`src/rtl/mc_pkg.sv`:
```
// Shared constants for the multi-cycle MIPS controller: opcodes, functs, state codes,
// select encodings and the instruction-class flag bundle.
package mc_pkg;

  localparam logic [5:0] OP_RTYPE = 6'h00;
  localparam logic [5:0] OP_JAL   = 6'h03;
  localparam logic [5:0] OP_BEQ   = 6'h04;
  localparam logic [5:0] OP_ORI   = 6'h0D;
  localparam logic [5:0] OP_LUI   = 6'h0F;
  localparam logic [5:0] OP_LW    = 6'h23;
  localparam logic [5:0] OP_SW    = 6'h2B;

  localparam logic [5:0] F_SLL = 6'h00;
  localparam logic [5:0] F_JR  = 6'h08;
  localparam logic [5:0] F_ADD = 6'h20;
  localparam logic [5:0] F_SUB = 6'h22;

  localparam logic [2:0] S_FETCH  = 3'b000;
  localparam logic [2:0] S_DECODE = 3'b001;
  localparam logic [2:0] S_EXEC   = 3'b010;
  localparam logic [2:0] S_MEM    = 3'b011;
  localparam logic [2:0] S_WB     = 3'b100;

  localparam logic [1:0] A3_RT  = 2'b00;
  localparam logic [1:0] A3_RD  = 2'b01;
  localparam logic [1:0] A3_RA  = 2'b10;

  localparam logic [1:0] WD_ALU = 2'b00;
  localparam logic [1:0] WD_DM  = 2'b01;
  localparam logic [1:0] WD_PC  = 2'b10;

  localparam logic [1:0] ALUB_RT  = 2'b00;
  localparam logic [1:0] ALUB_IMM = 2'b01;
  localparam logic [1:0] ALUB_LUI = 2'b10;

  localparam logic [1:0] NPC_PC4 = 2'b00;
  localparam logic [1:0] NPC_BR  = 2'b01;
  localparam logic [1:0] NPC_J   = 2'b10;
  localparam logic [1:0] NPC_RS  = 2'b11;

  localparam logic [2:0] ALU_ADD = 3'b000;
  localparam logic [2:0] ALU_SUB = 3'b001;
  localparam logic [2:0] ALU_OR  = 3'b010;

  typedef struct packed {
    logic is_r;
    logic is_ori;
    logic is_lui;
    logic is_lw;
    logic is_sw;
    logic is_beq;
    logic is_jal;
    logic is_jr;
    logic is_nop;
    logic is_illegal;
  } cls_t;

endpackage

```
`src/rtl/mc_decode.sv`:
```
// Combinational instruction classifier: opcode/funct to one-hot class flags.
// Exactly one flag is set for any input; anything unrecognised lands in is_illegal.
module mc_decode
  import mc_pkg::*;
(
  input  logic [5:0] opcode,
  input  logic [5:0] funct,
  output cls_t       cls
);

  always_comb begin
    cls = '0;
    case (opcode)
      OP_RTYPE: begin
        case (funct)
          F_ADD, F_SUB: cls.is_r       = 1'b1;
          F_JR:         cls.is_jr      = 1'b1;
          F_SLL:        cls.is_nop     = 1'b1;
          default:      cls.is_illegal = 1'b1;
        endcase
      end
      OP_ORI:  cls.is_ori     = 1'b1;
      OP_LUI:  cls.is_lui     = 1'b1;
      OP_LW:   cls.is_lw      = 1'b1;
      OP_SW:   cls.is_sw      = 1'b1;
      OP_BEQ:  cls.is_beq     = 1'b1;
      OP_JAL:  cls.is_jal     = 1'b1;
      default: cls.is_illegal = 1'b1;
    endcase
  end

endmodule

```
`src/rtl/mc_ctrl.sv`:
```
// Multi-cycle MIPS control FSM: sequences PC/IR/GRF/ALU/DM, drives mux selects and
// write enables, and counts retired instructions.
module mc_ctrl
  import mc_pkg::*;
#(
  parameter int CNT_W   = 32,
  parameter int ALUOP_W = 3
) (
  input  logic               clk,
  input  logic               reset,
  input  logic [5:0]         opcode,
  input  logic [5:0]         funct,
  input  logic               zero,
  input  logic               mem_ready,
  output logic               pc_we,
  output logic               ir_we,
  output logic               reg_we,
  output logic               mem_we,
  output logic [1:0]         a3_sel,
  output logic [1:0]         wd_sel,
  output logic [1:0]         alu_b_sel,
  output logic [1:0]         npc_sel,
  output logic               ext_op,
  output logic [ALUOP_W-1:0] alu_op,
  output logic [2:0]         state,
  output logic               illegal,
  output logic [CNT_W-1:0]   retired
);

  cls_t       cls;
  logic [2:0] nxt;
  logic       retire;
  logic       pc_we_c, ir_we_c, reg_we_c, mem_we_c, ext_op_c, illegal_c;
  logic [1:0] a3_c, wd_c, alub_c, npc_c;
  logic [2:0] aluop_c;

  mc_decode u_decode (
    .opcode (opcode),
    .funct  (funct),
    .cls    (cls)
  );

  always_comb begin
    nxt       = S_FETCH;
    retire    = 1'b0;
    pc_we_c   = 1'b0;
    ir_we_c   = 1'b0;
    reg_we_c  = 1'b0;
    mem_we_c  = 1'b0;
    ext_op_c  = 1'b0;
    illegal_c = 1'b0;
    a3_c      = A3_RT;
    wd_c      = WD_ALU;
    alub_c    = ALUB_RT;
    npc_c     = NPC_PC4;
    aluop_c   = ALU_ADD;

    // ALU-side controls stay stable from EXEC through MEM/WB so the datapath can rely on them.
    if (state == S_EXEC || state == S_MEM || state == S_WB) begin
      if (cls.is_beq) begin
        aluop_c  = ALU_SUB;
        ext_op_c = 1'b1;
      end else if (cls.is_ori) begin
        aluop_c = ALU_OR;
        alub_c  = ALUB_IMM;
      end else if (cls.is_lui) begin
        alub_c = ALUB_LUI;
      end else if (cls.is_lw || cls.is_sw) begin
        alub_c   = ALUB_IMM;
        ext_op_c = 1'b1;
      end else if (cls.is_r && funct == F_SUB) begin
        aluop_c = ALU_SUB;
      end
    end

    case (state)
      S_FETCH: begin
        ir_we_c = mem_ready;
        pc_we_c = mem_ready;
        nxt     = mem_ready ? S_DECODE : S_FETCH;
      end
      S_DECODE: begin
        if (cls.is_jal) begin
          reg_we_c = 1'b1;
          a3_c     = A3_RA;
          wd_c     = WD_PC;
          pc_we_c  = 1'b1;
          npc_c    = NPC_J;
          retire   = 1'b1;
        end else if (cls.is_jr) begin
          pc_we_c = 1'b1;
          npc_c   = NPC_RS;
          retire  = 1'b1;
        end else if (cls.is_nop || cls.is_illegal) begin
          illegal_c = cls.is_illegal;
          retire    = 1'b1;
        end else begin
          nxt = S_EXEC;
        end
      end
      S_EXEC: begin
        if (cls.is_beq) begin
          pc_we_c = zero;
          npc_c   = NPC_BR;
          retire  = 1'b1;
        end else if (cls.is_lw || cls.is_sw) begin
          nxt = S_MEM;
        end else begin
          nxt = S_WB;
        end
      end
      S_MEM: begin
        mem_we_c = cls.is_sw;
        if (!mem_ready) nxt = S_MEM;
        else if (cls.is_sw) retire = 1'b1;
        else nxt = S_WB;
      end
      S_WB: begin
        reg_we_c = 1'b1;
        retire   = 1'b1;
        if (cls.is_r) a3_c = A3_RD;
        if (cls.is_lw) wd_c = WD_DM;
      end
      default: nxt = S_FETCH;
    endcase
  end

  // Gating by reset keeps a mid-instruction reset from issuing any partial write.
  assign pc_we     = pc_we_c   & ~reset;
  assign ir_we     = ir_we_c   & ~reset;
  assign reg_we    = reg_we_c  & ~reset;
  assign mem_we    = mem_we_c  & ~reset;
  assign illegal   = illegal_c & ~reset;
  assign ext_op    = ext_op_c  & ~reset;
  assign a3_sel    = reset ? 2'b00 : a3_c;
  assign wd_sel    = reset ? 2'b00 : wd_c;
  assign alu_b_sel = reset ? 2'b00 : alub_c;
  assign npc_sel   = reset ? 2'b00 : npc_c;
  assign alu_op    = reset ? '0 : ALUOP_W'(aluop_c);

  always_ff @(posedge clk or posedge reset) begin
    if (reset) begin
      state   <= S_FETCH;
      retired <= '0;
    end else begin
      state <= nxt;
      if (retire) retired <= retired + CNT_W'(1);
    end
  end

endmodule

```
`config.mk`:
```
export PLATFORM = sky130hd
export DESIGN_NAME = mc_ctrl
export DESIGN_NICKNAME = d
export VERILOG_FILES = /design/src/rtl/mc_pkg.sv /design/src/rtl/mc_decode.sv /design/src/rtl/mc_ctrl.sv
export SDC_FILE = /design/constraint.sdc
export NUM_CORES = 1
export LEC_CHECK = 0
export CORE_ASPECT_RATIO = 0.75
export CORE_MARGIN = 3
export CORE_UTILIZATION = 47
export DETAILED_ROUTE_END_ITERATION = 10
export GPL_ROUTABILITY_DRIVEN = 0
export PLACE_DENSITY = 0.92
export SLEW_MARGIN = 20
export SYNTH_ARGS = -nofsm -noshare
export SYNTH_HDL_FRONTEND = slang
export SYNTH_HIERARCHICAL = 1
export SYNTH_SLANG_ARGS = --single-unit
```
`constraint.sdc`:
```
create_clock -name clk -period 2.9 [get_ports clk]
set_input_delay 0.58 -clock clk [delete_from_list [all_inputs] [get_ports clk]]
set_output_delay 0.58 -clock clk [all_outputs]
set_load 0.02 [all_outputs]
```
# ---- Yosys cells after proc, flatten, opt, wreduce, memory -nomap -nowiden
# Index checks and enable logic that the tools add are counted.
dict set report totals {
  reg_bits 35
  latchBits 0
  ram_bits 0
  rom_bits 0
  output_inout_bits 52
  elab_cells 105
  n_memories 0
}
dict set report classes {
  add_sub_neg 1
  n_mul 0
  div 0
  n_lt_le_gt_ge 0
  n_eq_ne 13
  shifts 0
  n_mux 71
  bitwise 7
  reduce_logical 11
}
# cell count
set op_table {}
lappend op_table {{1-bit two-way mux} 40}
lappend op_table {{2-bit two-way mux} 18}
lappend op_table {{32-bit by 1-bit adder with 32-bit output (second input constant)} 1}
lappend op_table {{6-bit == test (second input constant)} 4}
lappend op_table {{6-bit by 4-bit == test with 1-bit output (second input constant)} 3}
lappend op_table {{3-bit two-way mux} 5}
lappend op_table {{6-bit zero test} 2}
lappend op_table {{2-bit case mux with 2 select lines} 3}
lappend op_table {{3-bit case mux with 4 select lines} 1}
lappend op_table {{1-bit AND} 6}
lappend op_table {{3-bit by 2-bit == test with 1-bit output (second input constant)} 2}
lappend op_table {{6-bit by 2-bit == test with 1-bit output (second input constant)} 1}
lappend op_table {{6-bit by 3-bit == test with 1-bit output (second input constant)} 1}
lappend op_table {{6-bit OR reduction} 1}
lappend op_table {{1-bit logical OR} 4}
lappend op_table {{1-bit case mux with 2 select lines} 2}
lappend op_table {{1-bit case mux with 4 select lines} 1}
lappend op_table {{4-bit OR reduction} 1}
lappend op_table {{3-bit by 1-bit == test with 1-bit output (second input constant)} 1}
lappend op_table {{3-bit == test (second input constant)} 1}
lappend op_table {{3-bit zero test} 1}
lappend op_table {{1-bit case mux with 3 select lines} 1}
lappend op_table {{2-bit OR reduction} 1}
lappend op_table {{1-bit logical AND} 1}
lappend op_table {{1-bit inverter} 1}

# ---- Logic depth before layout (Yosys ltp)
dict set report logic_depth {
  depth_word 12
  depth_mapped 10
  ltp_nobuf 9
}

# ---- Modules after synthesis
# Netlist, hierarchy kept.
# module instances cells_per_inst area_each_um2
set by_module_without_submodules {}
lappend by_module_without_submodules {mc_ctrl 1 204 1971.9}
lappend by_module_without_submodules {mc_decode 1 28 191.4}

# ---- Worst setup path after synthesis
# No wires, ideal clock.
dict set report synth_path {
  kind {input port to output port}
  from {input port reset}
  to {output port alu_b_sel[1]}
  arrival_ps 2585
  required_time_ps 2320
  slack_ps -265
  stages 4
  n_path_buf 1
  cell_sequence {clkbuf_1 > inv_1 > nand2_1 > nor4b_1}
}
dict set report synth_via {
  elab_chain_cells 1
}
# element line
set synth_lines {}
lappend synth_lines {{start: declaration} mc_ctrl.sv:10} ;# input logic reset,
lappend synth_lines {{2-bit two-way mux} mc_ctrl.sv:137} ;# assign alu_b_sel = reset ? 2'b00 : alub_c;
lappend synth_lines {{end: declaration} mc_ctrl.sv:21} ;# output logic [1:0] alu_b_sel,
# No other way between the ends.

==> flow_summary.json <==
{
  "outcome": "finished with violations",
  "failed_checks": "negative setup slack",
  "setup_slack_ps": -45.4,
  "holdWs_ps": 484,
  "final_nets": 348,
  "fin_skew_ps": 15.9,
  "period_share_pct": 102,
  "yosysTopAreaCell": "dfrtp_1",
  "intPower_uw": 1110,
  "numCtsBuffers": 5,
  "hp-class": "flop to flop",
  "path_buf_inv": 3,
  "rr_endpoint": "retired[5]$_DFFE_PP0P_",
  "antenna_found_initial": 0,
  "worstPathArrival_ps": 2370,
  "min_delay_path_depth": 1,
  "holdBufCountCts": 0,
  "met2_length_mm": 3.40,
  "dpl_cell_area_um2": 3100,
  "min_to": "retired[31]$_DFFE_PP0P_",
  "grt_pass1_wl_mm": 11.5,
  "power_switching_uw": 504,
  "irDropWorstVdd_uv": 353,
  "wl_met3_um": 467,
  "cts.clk_slew.worst_paths_ps": 80,
  "place_inst": 376,
  "finalNonFillerCells": 387,
  "syn_area_um2": 2160,
  "die_area_um2": 5460,
  "yosys_warnings": 6,
  "power_uw": 1610,
  "p_per_area_nw_per_um2": 479,
  "grt_pass1_vias": 2248,
  "seqPwrFrac_pct": 37.1,
  "utilization_pct": 79.6,
  "drv_cap": 0,
  "synth_edf_count": 0,
  "grt_max_degree": 36,
  "r2r-start": "state[1]$_DFF_PP0_",
  "start_util_pct": 51.2,
  "syn_nets": 249,
  "design.core.area_um2": 4230,
  "cp_slowest_cell": "or3_4",
  "grt_overflow_total": 0,
  "ys_seq_elements": 35,
  "io_buffers": 66,
  "antenna_cells": 0,
  "finalSetupViolCount": 1,
  "h-tree-depth": 2,
  "cp_common_cell": "buf_6",
  "post_synth.cell_area_avg_um2": 9.32,
  "path_cells": "buf_6, or3_4, nor4_4, nand2_2, buf_6, nor3b_4, and4b_2, a41oi_2, nor2_1, buf_4",
  "switching_share_pct": 31.3,
  "drt_iter0_markers": 206,
  "hp-start": "retired[31]$_DFFE_PP0P_",
  "cp-end-kind": "output port",
  "drv_slew": 0,
  "fin_area_um2": 3370,
  "synth_top_flop_cell": "dfrtp_1",
  "syn2layout_area_growth_pct": 55.6,
  "fp-row-count": 20,
  "power.share.clock_pct": 33.6,
  "yosysTopAreaCellShare_pct": 40.5,
  "die_h_um": 64.8,
  "max_freq_mhz": 340,
  "cp_data_required_time_ps": 2320,
  "routed_wirelength_mm": 7.14,
  "synth_cells": 232,
  "cts_tree": "built",
  "ys_top_cells_by_count": "35 x dfrtp_1, 23 x nor2_1, 23 x xnor2_1",
  "drt-met1-wl_mm": 3.15,
  "root_buffer": "clkbuf_8",
  "cts_sinks": 35,
  "p_leak_uw": 0.00146,
  "insertion_delay_ps": 300,
  "pwr-share-comb_pct": 29.3,
  "wl_per_cell_um": 18.5,
  "synth-seq-area-share_pct": 40.5,
  "drive_gt1_share_pct": 25.9,
  "ioPinCount": 68,
  "track_usage_pct": 26.8,
  "dp_hpwl_mm": 4.58,
  "rsz0062_at_grt": "true",
  "hold_viol_final": 0,
  "first_pass_iters": 4,
  "critPathMaxStageDelay_ps": 400,
  "worstPathMaxFanout": 2,
  "via_count": 2219,
  "fin_crit_ps": 2950,
  "drc_errors": 0,
  "cp-start-kind": "input port",
  "netlist-cell-type-count": 51,
  "async_flop_share_pct": 100,
  "viasPerCell": 5.73,
  "r2r_setup_slack_ps": 820,
  "die_w_um": 84.3,
  "antenna_left": 0,
  "dr.max_layer_used": "met4",
  "critPathKind": "input port to output port",
  "cp_top_family": "simple AND/OR/NAND/NOR gates",
  "yosysMostFrequentCell": "dfrtp_1",
  "ff2ff_path_depth": 6,
  "clockBufferDepth": 2,
  "ys_top_cells_by_area": "dfrtp_1 40%, xnor2_1 9.3%, nor3_1 4.4%"
}
worst max-delay path by stage:
stage | startpoint | end | slack (ps) | cells past startpoint
2_1_floorplan | reset | alu_b_sel[1] | 100 | 4
3_3_place_gp | opcode[0] | alu_op[0] | -780 | 10
3_5_place_dp | opcode[0] | alu_op[0] | -880 | 10
4_1_cts | opcode[3] | pc_we | -190 | 10
5_1_grt | opcode[3] | alu_op[0] | -120 | 10
6_report | opcode[3] | alu_op[0] | -50 | 10
stage by stage:
stage          setup TNS (ps)  setup slack, ps
2_1_floorplan               0             96.3
3_3_place_gp           -18640             -784
3_5_place_dp           -22480             -884
4_1_cts                  -302             -191
5_1_grt                  -637             -117
6_report                -45.4            -45.4
worst reg2reg max path, delay by kind of cell, from the launching register on:
kind | cells | cell delay, ps
buf+inv | 1 | 140
flops | 1 | 540
xor+xnor | 1 | 210
simple gates | 2 | 660
compound gates | 2 | 460
logic make-up (layout without fill, tap and decap cells):
group | count (synthesis) | in the layout | share of synthesized area, %
xor+xnor | 31 | 31 | 12.6
compound gates | 22 | 22 | 9.08
fa+ha+maj | 1 | 1 | 0.578
buf+inv | 19 | 119 | 3.82
other cells | 1 | 1 | 0.173
flops | 35 | 35 | 40.5
simple gates | 120 | 120 | 31.9
mux | 3 | 3 | 1.45
area by class of cell:
| class | count | area, um2 |
|---|---|---|
| Inverter | 10 | 41.3 |
| Tap cell | 55 | 68.8 |
| Sequential cell | 35 | 876 |
| Timing Repair Buffer | 101 | 893 |
| Multi-Input combinational cell | 178 | 1350 |
| Clock buffer | 5 | 68.8 |
| Fill cell | 269 | 863 |
| Clock inverter | 3 | 67.6 |
layout by cell type (no fill, tap or decap), drive strengths merged, types with 2 or more instances in the layout:
cell	n
nor3b	4
dlygate4sd2	11
nor2	23
a211oi	2
nor4b	4
clkdlybuf4s50	44
nor3	20
nand2	16
and3	8
clkinvlp	2
o21ai	3
mux2i	2
a21oi	5
nand2b	6
xnor2	23
inv	9
and2	3
nand4	7
nor4	6
and4	3
nand3	14
xor2	8
bufinv	2
clkbuf	7
o22ai	2
o2111ai	2
dfrtp	35
a21boi	2
buf	44
power by group through the flow:
stage	Sequential [uW]	Combinational, uW	Clock, uW
2_1_floorplan	647	173	0
3_3_place_gp	598	409	0
3_5_place_dp	603	419	0
4_1_cts	595	451	537
5_1_grt	604	496	564
6_report	598	471	541
per-layer routing:
layer	global-route usage, %	vias up
met5	0	-
met4	6.52	0
met3	6.61	15
met2	43.9	94
met1	36.0	1094
li1	-	1016
what timing repair did:
action,CTS,global route
gates resized for setup,74,13
cloned,0,0
endpoints found under the setup margin,45,28
setup buffers,1,2
pin swaps,11,10
state kept, by name, summed over array words and instances (netlist names):
name and flops:
retired 32, state 3
Power figures use the tool's default switching activity.
